File: config.mk
export PLATFORM = sky130hd
export DESIGN_NAME = bp_stall_prof_sampler
export DESIGN_NICKNAME = d
export VERILOG_FILES = /design/src/rtl/bp_be_pkg.sv /design/src/rtl/bp_stall_prof_drain.sv /design/src/rtl/bp_stall_prof_sampler.sv
export SDC_FILE = /design/constraint.sdc
export NUM_CORES = 2
export LEC_CHECK = 0
export ABC_AREA = 0
export BUFFER_PORTS_ARGS = -buffer_cell sky130_fd_sc_hd__buf_2
export CAP_MARGIN = 40
export CORE_MARGIN = 8
export CORE_UTILIZATION = 32
export CTS_CLUSTER_SIZE = 40
export DETAILED_ROUTE_END_ITERATION = 8
export HOLD_SLACK_MARGIN = 0.1
export SLEW_MARGIN = 20
export SYNTH_ARGS = -nofsm -noshare
export SYNTH_HDL_FRONTEND = slang
export SYNTH_SLANG_ARGS = --single-unit
File: constraint.sdc
create_clock -name clk_i -period 69.7 [get_ports clk_i]
set_clock_uncertainty 0.2 [all_clocks]
set_input_delay 17.425 -clock clk_i [delete_from_list [all_inputs] [get_ports clk_i]]
set_output_delay 17.425 -clock clk_i [all_outputs]
set_load 0.02 [all_outputs]
File: src/rtl/bp_be_pkg.sv
// Shared back-end definitions: stall-reason codes, reason count and the
// profiler drain-beat layout.
package bp_be_pkg;

  localparam int stall_reason_num_gp   = 24;
  localparam int stall_idx_width_gp    = $clog2(stall_reason_num_gp + 1);
  localparam int stall_count_width_gp  = 32;

  typedef enum logic [stall_idx_width_gp-1:0] {
    e_stall_unknown            = 5'd0,
    e_stall_icache_miss        = 5'd1,
    e_stall_itlb_miss          = 5'd2,
    e_stall_branch_mispredict  = 5'd3,
    e_stall_fe_queue_empty     = 5'd4,
    e_stall_dcache_miss        = 5'd5,
    e_stall_dtlb_miss          = 5'd6,
    e_stall_long_latency_int   = 5'd7,
    e_stall_fpu_busy           = 5'd8,
    e_stall_mul_busy           = 5'd9,
    e_stall_div_busy           = 5'd10,
    e_stall_mem_ordering       = 5'd11,
    e_stall_fence              = 5'd12,
    e_stall_csr_serialize      = 5'd13,
    e_stall_interrupt          = 5'd14,
    e_stall_exception          = 5'd15,
    e_stall_replay             = 5'd16,
    e_stall_struct_hazard      = 5'd17,
    e_stall_data_hazard_int    = 5'd18,
    e_stall_data_hazard_fp     = 5'd19,
    e_stall_cmd_queue_full     = 5'd20,
    e_stall_writeback_conflict = 5'd21,
    e_stall_debug_mode         = 5'd22,
    e_stall_wfi                = 5'd23
  } bp_stall_reason_e;

  typedef struct packed {
    logic [stall_idx_width_gp-1:0]   index;
    logic [stall_count_width_gp-1:0] count;
  } bp_stall_beat_s;

  // Never returns 0, so a width derived from it is always legal.
  function automatic int safe_clog2(input int x);
    return (x <= 1) ? 1 : $clog2(x);
  endfunction

endpackage

File: src/rtl/bp_stall_prof_drain.sv
// Shadow bank plus e_idle/e_drain FSM streaming {index, count} beats.
// BP_STALL_PROF_SKIP_ZERO_EN: skip zero-count reason entries (instret always sent).
module bp_stall_prof_drain
  import bp_be_pkg::*;
#(
  parameter int num_reasons_p   = stall_reason_num_gp,
  parameter int counter_width_p = 32,
  parameter int idx_width_lp    = safe_clog2(num_reasons_p + 1)
)
(
  input  logic                                          clk_i,
  input  logic                                          reset_i,
  input  logic                                          i_load,
  input  logic [num_reasons_p:0][counter_width_p-1:0]   i_bank,
  input  logic                                          i_ready,
  output logic                                          o_idle,
  output logic [idx_width_lp+counter_width_p-1:0]       o_data,
  output logic                                          o_v,
  output logic                                          o_last
);

  localparam logic [0:0] e_idle  = 1'b0;
  localparam logic [0:0] e_drain = 1'b1;

  logic [0:0]                                 r_state;
  logic [idx_width_lp-1:0]                    r_ptr;
  logic [num_reasons_p:0][counter_width_p-1:0] r_shadow;
  logic                                       w_at_last;
  logic                                       w_present;
  logic                                       w_advance;

  assign w_at_last = (r_ptr == idx_width_lp'(num_reasons_p));

`ifdef BP_STALL_PROF_SKIP_ZERO_EN
  // Zero reason entries occupy one pointer step but never present a beat.
  assign w_present = w_at_last | (r_shadow[r_ptr] != '0);
`else
  assign w_present = 1'b1;
`endif

  assign o_idle    = (r_state == e_idle);
  assign o_v       = (r_state == e_drain) & w_present;
  assign o_last    = o_v & w_at_last;
  assign o_data    = o_v ? {r_ptr, r_shadow[r_ptr]} : '0;
  assign w_advance = (r_state == e_drain) & (~w_present | i_ready);

  always_ff @(posedge clk_i or posedge reset_i) begin
    if (reset_i) begin
      r_state  <= e_idle;
      r_ptr    <= '0;
      r_shadow <= '0;
    end else if (i_load) begin
      r_state  <= e_drain;
      r_ptr    <= '0;
      r_shadow <= i_bank;
    end else if (w_advance) begin
      if (w_at_last) begin
        r_state <= e_idle;
        r_ptr   <= '0;
      end else begin
        r_ptr <= r_ptr + idx_width_lp'(1);
      end
    end
  end

endmodule

File: src/rtl/bp_stall_prof_sampler.sv
// Stall-reason accounting: live counter bank, sample-period timer, overrun flag.
// Optional zero-entry skipping in the drain via BP_STALL_PROF_SKIP_ZERO_EN.
module bp_stall_prof_sampler
  import bp_be_pkg::*;
#(
  parameter int num_reasons_p   = stall_reason_num_gp,
  parameter int counter_width_p = 32,
  parameter int sample_period_p = 1024,
  parameter int idx_width_lp    = safe_clog2(num_reasons_p + 1)
)
(
  input  logic                                    clk_i,
  input  logic                                    reset_i,
  input  logic                                    freeze_i,
  input  logic                                    enable_i,
  input  logic                                    instret_i,
  input  logic [idx_width_lp-1:0]                 stall_reason_i,
  output logic [idx_width_lp+counter_width_p-1:0] data_o,
  output logic                                    v_o,
  input  logic                                    ready_i,
  output logic                                    last_o,
  output logic                                    overrun_o
);

  localparam int period_width_lp = safe_clog2(sample_period_p);

  logic [num_reasons_p:0][counter_width_p-1:0] r_live;
  logic [num_reasons_p:0][counter_width_p-1:0] w_live_next;
  logic [period_width_lp-1:0]                 r_period;
  logic                                       r_overrun;
  logic                                       w_active;
  logic                                       w_snapshot_req;
  logic                                       w_drain_idle;
  logic                                       w_take;
  logic [idx_width_lp-1:0]                    w_slot;

  assign w_active       = enable_i & ~freeze_i;
  assign w_snapshot_req = w_active & (r_period == period_width_lp'(sample_period_p - 1));
  assign w_take         = w_snapshot_req & w_drain_idle;
  assign overrun_o      = r_overrun;

  always_comb begin
    if (instret_i) begin
      w_slot = idx_width_lp'(num_reasons_p);
    end else if (stall_reason_i >= idx_width_lp'(num_reasons_p)) begin
      w_slot = idx_width_lp'(int'(e_stall_unknown));
    end else begin
      w_slot = stall_reason_i;
    end
  end

  // The snapshot copies this bank so the terminal cycle's event is included.
  always_comb begin
    w_live_next = r_live;
    if (w_active && (r_live[w_slot] != '1)) begin
      w_live_next[w_slot] = r_live[w_slot] + counter_width_p'(1);
    end
  end

  always_ff @(posedge clk_i or posedge reset_i) begin
    if (reset_i) begin
      r_live <= '0;
    end else if (w_take) begin
      r_live <= '0;
    end else begin
      r_live <= w_live_next;
    end
  end

  always_ff @(posedge clk_i or posedge reset_i) begin
    if (reset_i) begin
      r_period <= '0;
    end else if (w_active) begin
      r_period <= w_snapshot_req ? '0 : r_period + period_width_lp'(1);
    end
  end

  always_ff @(posedge clk_i or posedge reset_i) begin
    if (reset_i) begin
      r_overrun <= 1'b0;
    end else if (w_snapshot_req && !w_drain_idle) begin
      r_overrun <= 1'b1;
    end
  end

  bp_stall_prof_drain #(
    .num_reasons_p   (num_reasons_p),
    .counter_width_p (counter_width_p),
    .idx_width_lp    (idx_width_lp)
  ) u_drain (
    .clk_i   (clk_i),
    .reset_i (reset_i),
    .i_load  (w_take),
    .i_bank  (w_live_next),
    .i_ready (ready_i),
    .o_idle  (w_drain_idle),
    .o_data  (data_o),
    .o_v     (v_o),
    .o_last  (last_o)
  );

endmodule

==> reports/metrics.csv <==
stage,metric,value,unit
setup_path,cp-start-kind,input pin,
cells_and_area,fillCellCount,23581,
clock_tree,cts-hold-fix-buffers,0,
placement,dp_slack,44.07,ns
yosys,synth_top_area_share,0.526,
floorplan,die_area,256000,um2
pwr,power.leakage,41.8,nW
route,drt_iter0_markers,7927,
global_routing,grt_overflow_total,0,
route,drc_errors,0,
route,avgViaCountPerCell,5.83,
timing,worst_pin_slew,1.15,ns
setup_path,worst-endpoint-required,70.16,ns
global_routing,grt_pass1_wl,421000,um
clock_tree,clock_path_buffers,3,
setup_path,cp-end-kind,flop,
timing,fmaxAchievable,0.0402,GHz
placement,hpwl,174000,um
timing,fin_crit,24.89,ns
run_status,status,"finished, final reports clean",
floorplan,die_h,506,um
route,wl_per_cell,28.1,um
clock_tree,clockRootBuffer,clkbuf_16,
timing,fin_ws,44.81,ns
timing,setup-tns-final,0,ns
placement,io_buffers,50,
pwr,ir_worst_vdd,0.0000220,V
cells_and_area,drive_above_1_share,0.142,
yosys,avgSynthCellArea,10.8,um2
global_routing,grt_max_degree,202,
clock_tree,clock_sinks,1617,
clock_tree,cts-buffers-inserted,168,
yosys,synth_ff_type,dfrtp_1,
yosys,ys_top_cells_by_count,"1617 x dfrtp_1, 950 x nand2_1, 889 x nor2_1",
floorplan,ios,51,
clock_tree,postCtsSetupBuffers,0,
yosys,synth_area,76900,um2
yosys,postSynthCellCount,7144,
job,drv_cap,0,
worst_hold_path,min_path_type,reg -> reg,
clock_tree,cts_tree,built,
timing,fin_crit_sh,0.357,
placement,placed_area,80700,um2
yosys,synth.area.top_cells,"dfrtp_1 53%, mux2i_1 11%, mux4_2 6.6%, nand2_1 4.6%, nor2_1 4.3%",
route,firstDrtPassIters,8,
pwr,power_density,26.9,nW/um2
placement,gp_congestion,0.903,
yosys,synth-edff-count,0,
yosys,synth.distinct_cells,100,
global_routing,grt_pass1_vias,59183,
route,wl,289000,um
yosys,synth_most_common_cell,dfrtp_1,
cells_and_area,multiInputGateArea,33500,um2
yosys,ys_seq_area_frac,0.526,
floorplan,start_util,0.321,
setup_path,cp_max_fo,46,
yosys,synth_top_cell_by_area,dfrtp_1,
setup_path,cp.arrival,25.35,ns
yosys,ys_seq_elements,1617,
timing,slew_headroom,0.233,
setup_path,crit_type,in -> reg,
yosys,async_flop_share,1.00,
route,ant_nets,0,
clock_tree,ctsResizeCount,0,
clock_tree,h-tree-depth,4,
yosys,syn_nets,7159,
cells_and_area,final-seq-area,40500,um2
cells_and_area,syn_to_final_growth,12.9,%
yosys,yosysWarningCount,0,
route,vias,60017,
timing,hold_viol,0,
global_routing,grt_usage,0.219,
clock_tree,clkTransAtPathRegs,0.06,ns
timing,final-max-slew-violation-count,0,
timing,setup-violations-final,0,
clock_tree,clock_latency,0.83,ns
global_routing,antenna_found_initial,12,
cells_and_area,layout.nets,6982,
timing,grt_setup_unrepaired,no,
floorplan,rows,180,
floorplan,core-area,240000,um2
floorplan,die_w,506,um
cells_and_area,post-route-cell-area,86800,um2
worst max-delay path, cell delays in order:
cell	delay [ns]
buf_6	0.53
buf_4	0.60
buf_4	0.61
or2_1	0.19
or4_1	0.57
buf_4	0.42
o32ai_1	0.14
or4_1	0.55
nor4b_4	0.57
nand4_2	0.44
nor3_2	0.73
nand4_4	0.14
buf_4	0.41
nand3_4	0.63
buf_4	0.79
mux2i_1	0.34
nor2_1	0.08
cell type report:
cell class	count	area share
Antenna cell	11	0.000317
Sequential cell	1617	0.466
Multi-Input combinational cell	4861	0.386
Inverter	20	0.000951
Timing Repair Buffer	299	0.0349
Clock inverter	60	0.00834
Tap cell	3185	0.0459
Clock buffer	249	0.0576
metal layers:
layer / track usage / routed length (um) / up-vias
li1: - / - / 24884
met1: 0.296 / 116000 / 30652
met2: 0.321 / 124000 / 3631
met3: 0.0596 / 31700 / 846
met4: 0.116 / 17700 / 4
met5: 0 / 28 / -
cell usage in the layout, fill, tap and decap left out, drive strengths merged, types with 24 or more instances in the layout:
master  synthesis  layout
a211oi         26      26
a21oi          91      91
a22oi          29      29
a31oi          25      25
buf           279     298
clkbuf        367     250
clkinv          0      39
dfrtp        1617    1617
inv            20      27
mux2           66      66
mux2i         865     865
mux4          225     225
nand2         951     951
nand3         179     179
nor2          895     895
nor2b          24      24
nor3           72      72
o211ai         67      67
o21ai         774     774
o221ai         25      25
o22ai         150     150
xnor2          26      26
registers in the layout, summed over array words and instances (netlist names):
name	count
overrun_o	1
r_live	800
r_period	10
u_drain.o_v	1
u_drain.r_ptr	5
u_drain.r_shadow	800
path summary, 6_finish.rpt:
check,slack [ns],end,cells after the start,startpoint
max in group asynchronous,48.96,r_live[462],12,reset_i
hold / removal,0.26,r_period[6],1,r_period[6]
hold reg to reg,0.26,r_period[6],1,r_period[6]
setup / recovery,44.81,r_live[443],17,stall_reason_i[0]
min in group asynchronous,16.39,r_live[437],2,reset_i
setup reg to reg,64.03,r_live[443],12,r_live[460]
cells by family after synthesis:
| logic type | after synthesis | share of synthesized area |
|---|---|---|
| AO/OA/AOI/OAI | 1355 | 0.106 |
| multiplexers | 1156 | 0.188 |
| flip-flops | 1617 | 0.526 |
| buffers and inverters | 666 | 0.0444 |
| adder cells (fa/ha/maj) | 4 | 0.000651 |
| XOR/XNOR | 38 | 0.00491 |
| AND/OR/NAND/NOR | 2308 | 0.130 |
power breakdown:
| group | switching [mW] | total [mW] | internal, mW |
|---|---|---|---|
| combinational | 0.234 | 0.348 | 0.114 |
| clock | 0.401 | 0.941 | 0.540 |
| sequential | 0.0518 | 1.05 | 0.997 |
through the flow:
step                hold WS [ns]   util  cells  power, mW
global placement           0.254  0.333   9920       1.39
global route               0.287  0.362  10292       2.41
detailed placement         0.252  0.337   9965       1.40
finish                     0.264  0.362  10302       2.34
CTS                        0.267  0.361  10274       2.34
floorplan                  0.234      -   7144       1.27
Power figures use the tool's default switching activity.
